--- src/rtl/alu_issue.sv ---
// Serialized RV32I ALU issue stage: 32x32 register file, 4-state issue FSM, external ALU.
// Define ALU_ISSUE_ITYPE_EN to accept OP-IMM (0010011) instructions; otherwise they are illegal.
module alu_issue (
    input  logic        clk,
    input  logic        rst,
    input  logic        instr_valid,
    output logic        instr_ready,
    input  logic [31:0] instr,
    output logic        alu_en,
    output logic        alu_i,
    output logic [31:0] alu_op0,
    output logic [31:0] alu_op1,
    output logic [3:0]  alu_opcode,
    input  logic [31:0] alu_result,
    output logic        wb_valid,
    output logic [4:0]  wb_rd,
    output logic [31:0] wb_data,
    output logic        illegal,
    input  logic [4:0]  dbg_addr,
    output logic [31:0] dbg_data
);

    typedef enum logic [1:0] {IDLE, ISSUE, CAPTURE, WB} state_t;

    state_t      state_q, state_d;
    logic        alu_en_q, alu_en_d;
    logic        alu_i_q, alu_i_d;
    logic [31:0] op0_q, op0_d;
    logic [31:0] op1_q, op1_d;
    logic [3:0]  opcode_q, opcode_d;
    logic [4:0]  rd_q, rd_d;
    logic        wb_valid_q, wb_valid_d;
    logic [4:0]  wb_rd_q, wb_rd_d;
    logic [31:0] wb_data_q, wb_data_d;
    logic        illegal_q, illegal_d;
    logic        rf_we;
    logic [31:0] rf_q [32];

    // instruction fields
    logic [6:0]  opc;
    logic [2:0]  f3;
    logic [6:0]  f7;
    logic [4:0]  dec_rd, dec_rs1, dec_rs2;
    logic [31:0] rs1_val, rs2_val;
    logic        is_rtype, is_itype, r_legal, legal;
    logic [31:0] imm;
    logic        op_b;

    assign opc     = instr[6:0];
    assign dec_rd  = instr[11:7];
    assign f3      = instr[14:12];
    assign dec_rs1 = instr[19:15];
    assign dec_rs2 = instr[24:20];
    assign f7      = instr[31:25];

    assign rs1_val = (dec_rs1 == 5'd0) ? 32'd0 : rf_q[dec_rs1];
    assign rs2_val = (dec_rs2 == 5'd0) ? 32'd0 : rf_q[dec_rs2];

    assign is_rtype = (opc == 7'b0110011);
    // funct7=0100000 is only meaningful for SUB and SRA
    assign r_legal  = is_rtype &&
                      ((f7 == 7'b0000000) ||
                       ((f7 == 7'b0100000) && ((f3 == 3'b000) || (f3 == 3'b101))));

`ifdef ALU_ISSUE_ITYPE_EN
    assign is_itype = (opc == 7'b0010011);
    assign imm      = {{20{instr[31]}}, instr[31:20]};
`else
    assign is_itype = 1'b0;
    assign imm      = 32'd0;
`endif

    assign legal = r_legal || is_itype;
    assign op_b  = is_itype ? ((f3 == 3'b101) && instr[30]) : f7[5];

    always_comb begin
        state_d    = state_q;
        alu_en_d   = 1'b0;
        alu_i_d    = 1'b0;
        op0_d      = op0_q;
        op1_d      = op1_q;
        opcode_d   = opcode_q;
        rd_d       = rd_q;
        wb_valid_d = 1'b0;
        wb_rd_d    = wb_rd_q;
        wb_data_d  = wb_data_q;
        illegal_d  = 1'b0;
        rf_we      = 1'b0;
        case (state_q)
            IDLE: begin
                if (instr_valid) begin
                    if (legal) begin
                        state_d  = ISSUE;
                        alu_en_d = 1'b1;
                        alu_i_d  = 1'b1;
                        op0_d    = rs1_val;
                        op1_d    = is_itype ? imm : rs2_val;
                        opcode_d = {f3, op_b};
                        rd_d     = dec_rd;
                    end else begin
                        illegal_d = 1'b1;
                    end
                end
            end
            ISSUE: state_d = CAPTURE;
            CAPTURE: begin
                state_d    = WB;
                rf_we      = (rd_q != 5'd0);
                wb_valid_d = 1'b1;
                wb_rd_d    = rd_q;
                wb_data_d  = (rd_q == 5'd0) ? 32'd0 : alu_result;
            end
            WB: state_d = IDLE;
            default: state_d = IDLE;
        endcase
    end

    always_ff @(posedge clk or posedge rst) begin
        if (rst) begin
            state_q    <= IDLE;
            alu_en_q   <= 1'b0;
            alu_i_q    <= 1'b0;
            op0_q      <= '0;
            op1_q      <= '0;
            opcode_q   <= '0;
            rd_q       <= '0;
            wb_valid_q <= 1'b0;
            wb_rd_q    <= '0;
            wb_data_q  <= '0;
            illegal_q  <= 1'b0;
            for (int i = 0; i < 32; i++) rf_q[i] <= '0;
        end else begin
            state_q    <= state_d;
            alu_en_q   <= alu_en_d;
            alu_i_q    <= alu_i_d;
            op0_q      <= op0_d;
            op1_q      <= op1_d;
            opcode_q   <= opcode_d;
            rd_q       <= rd_d;
            wb_valid_q <= wb_valid_d;
            wb_rd_q    <= wb_rd_d;
            wb_data_q  <= wb_data_d;
            illegal_q  <= illegal_d;
            if (rf_we) rf_q[rd_q] <= alu_result;
        end
    end

    assign instr_ready = (state_q == IDLE) && !rst;
    assign alu_en      = alu_en_q;
    assign alu_i       = alu_i_q;
    assign alu_op0     = op0_q;
    assign alu_op1     = op1_q;
    assign alu_opcode  = opcode_q;
    assign wb_valid    = wb_valid_q;
    assign wb_rd       = wb_rd_q;
    assign wb_data     = wb_data_q;
    assign illegal     = illegal_q;
    assign dbg_data    = (dbg_addr == 5'd0) ? 32'd0 : rf_q[dbg_addr];

endmodule

--- config.mk ---
export PLATFORM = sky130hd
export DESIGN_NAME = alu_issue
export DESIGN_NICKNAME = d
export VERILOG_FILES = /design/src/rtl/alu_issue.sv
export SDC_FILE = /design/constraint.sdc
export NUM_CORES = 2
export LEC_CHECK = 0
export ABC_CLOCK_PERIOD_IN_PS = 62100
export CORE_ASPECT_RATIO = 0.7
export CORE_UTILIZATION = 28
export CTS_CLUSTER_SIZE = 16
export DETAILED_ROUTE_END_ITERATION = 6
export PLACE_DENSITY = 0.44
export SYNTH_ARGS = -nofsm -noshare
export SYNTH_HDL_FRONTEND = slang
export SYNTH_SLANG_ARGS = --single-unit
--- constraint.sdc ---
create_clock -name clk -period 62.1 [get_ports clk]
set_input_delay 18.63 -clock clk [delete_from_list [all_inputs] [get_ports clk]]
set_output_delay 18.63 -clock clk [all_outputs]
set_load 0.01 [all_outputs]
==> impl_metrics.toml <==
[clock_tree]
cts_max_level = 4
clk_latency_ps = 830
cts.sink_count = 1139
cts_resized = 0
cts_tree = "yes"
cts-hold-fix-buffers = 0
cts_root_buf = "clkbuf_16"
cts-buffers-inserted = 142
path_clk_slew_ps = 50
postCtsSetupBuffers = 0
clockBufferDepth = 4

[detailed_routing]
wirelength_um = 281000
drc_errors = 12
vias = 46383
drtIter0Drc = 5189
ant_nets = 0
wl_per_cell_um = 35.4
drt_pass1_iterations = 7
routed_via_density = 5.83

[critical_path]
reg2regPathDepth = 7
rr_endpoint = "rf_q[269]"
rr_startpoint = "state_q[0]"
crit_path_max_fanout = 50
endpoint_kind = "primary output"
arrival_ps = 22790
required_ps = 43470
crit_type = "in2out"
cp-start-kind = "input pin"
r2r_slack_ps = 57920

[floorplan]
initial_core_util = 0.283
core_area_um2 = 237000
die_area_um2 = 241000
die_w_um = 587
fp.dieH_um = 411
ios = 214
rows = 149

[grt]
grt_pass1_wl_um = 394000
grt_usage = 0.231
antenna_found_initial = 22
grt_overflow_total = 0
grt_start_max_net_pins = 165
grt_pass1_vias = 46124

[place]
gp_congestion = 0.789
dp_slack_ps = 20600
place_area_um2 = 72100
io_buffers = 213
hpwlAfterDp_um = 158000

[final_layout]
final_cell_mix = "dfrtp_1, mux2_2, mux4_2, mux2i_1, clkdlybuf4s50_1"
layout_commonest_cell = "dfrtp_1"
design_area_um2 = 76800
final_layout_size_suffix_gt1_frac = 0.439
layout.nets = 4757
synthToLayoutAreaGrowth_pct = 14.6

[status]
status = "complete, but fails checks"
violations = "DRC"

[hold_path]
min_path_type = "reg2reg"
hold_start = "rf_q[1005]"
min_to = "rf_q[1005]"
hold_path_depth = 0

[synthesis]
synth_mux_area_frac = 0.460
synth_top_area_share = 0.425
synth_seq_area_share = 0.425
synthXorXnorAreaFrac = 0.000131
netlist_instances = 4723
synth-compound-area-share = 0.0547
synth_top_area_cell = "dfrtp_1"
synthAdderAreaFrac = 0.000560
synth_nets = 4798
synth_top_family_by_area = "multiplexers"
synth_edf_count = 0
synthFlopType = "dfrtp_1"
synth.distinct_cells = 44
synthArstFlopShare = 1.00
syn_area_um2 = 67000
ys_warn_count = 0
synth_seq_cells = 1139
netlist_top_cells_area = "dfrtp_1, mux4_2, mux2_2"
synthSimpleGateAreaFrac = 0.0193
synth.avg_cell_area_um2 = 14.2

[sta]
tightest_slew_ps = 1380
tns_ps = 0
maxSlewViolCount = 0
finClkSkew_ps = 58.3
finalHoldViolations = 0
fmax_mhz = 24.1
relSlewSlack = 0.0764
finalCritPeriodShare = 0.667
min_period_ps = 41420
rsz0062_at_grt = "false"
setup_viol = 0
fin_ws_ps = 20680

[pwr]
p_int_mw = 1.38
combPwrFrac = 0.131
p_total_mw = 1.90
p_leak_nw = 31.9
p_per_area_nw_per_um2 = 24.7
peakVddDrop_mv = 0.0169
clkPwrFrac = 0.454
p_switching_mw = 0.515
pwr-share-seq = 0.414
switching_share = 0.271

[run]
drv_cap = 0
[worst max-delay path by stage]
stage | from | end | slack, ps
5_1_grt | dbg_addr[0] | dbg_data[24] | 20320
4_1_cts | dbg_addr[0] | dbg_data[24] | 20570
6_report | dbg_addr[0] | dbg_data[24] | 20680
3_5_place_dp | dbg_addr[0] | dbg_data[24] | 20600
3_3_place_gp | dbg_addr[0] | dbg_data[24] | 20620
2_1_floorplan | rst | alu_i | 11390
[stage by stage]
stage,hold slack (ps),utilization,std cells
CTS,414,0.324,7948
global placement,396,0.305,7709
detailed placement,402,0.305,7709
floorplan,458,-,4723
global route,428,0.324,7948
finish,413,0.324,7952
[flip-flops by register name, summed over array words and instances, names as in the netlist]
| name | count |
|---|---|
| alu_opcode | 4 |
| state_q | 2 |
| rf_q | 1024 |
| alu_op0 | 32 |
| illegal | 1 |
| wb_data | 32 |
| alu_op1 | 32 |
| rd_q | 5 |
| wb_rd | 5 |
| alu_i | 1 |
| wb_valid | 1 |
[critical path: stages]
cell	delay, ps
buf_8	470
buf_4	740
buf_4	850
mux4_2	610
mux4_2	490
inv_1	120
o21ai_1	150
clkdlybuf4s50_1	550
[routing by layer]
metal  vias to the layer above  GRT usage  share of wire  wire [µm]
li1                      18355          -              -          -
met4                        10     0.0514          0.023       6410
met5                         -          0        0.00024         67
met1                     25697      0.349           0.48     134000
met2                      1950      0.338           0.43     121000
met3                       371     0.0447          0.070      19700
[kinds of logic (layout without fill, tap and decap cells)]
kind of cell               Yosys count  count (layout)
muxes                             2152            2152
DFF                               1139            1139
buffers and inverters              610             664
AOI/OAI and AO/OA                  530             530
and+or+nand+nor                    288             288
adders and majority gates            3               3
xor gates and xnor gates             1               1
other                                0               4
[synth_stat cells (6+ instances only)]
cell and number:
dfrtp_1 1139, mux2_2 1038, mux4_2 638, mux2i_1 475, clkbuf_1 249, buf_2 204
nand2_1 174, a22oi_1 141, o21ai_0 87, inv_1 70, a21oi_1 64, a22o_1 64
a211oi_1 62, buf_1 52, a221oi_1 44, nand3_1 44, o21ai_1 32, nor2_1 30
buf_4 28, a31oi_1 13, a2bb2oi_1 11, o221ai_1 9, buf_6 7, nor2b_1 7
nand3b_1 6
[power groups by stage]
stage	combinational [mW]	sequential, mW	clock (mW)
finish	0.250	0.786	0.862
global route	0.266	0.789	0.913
CTS	0.252	0.785	0.884
detailed placement	0.252	0.799	0
global placement	0.250	0.799	0
floorplan	0.168	0.792	0
[area by class of cell]
type | instances | area (µm²)
antenna | 4 | 10.0
sequential | 1139 | 28500
tap | 3171 | 3970
inverter | 70 | 270
clock inverter | 45 | 586
clock buffer | 194 | 4060
fill | 23267 | 160000
multi-input combinational | 2974 | 36100
timing repair buffer | 355 | 3290
Power figures use the tool's default switching activity.
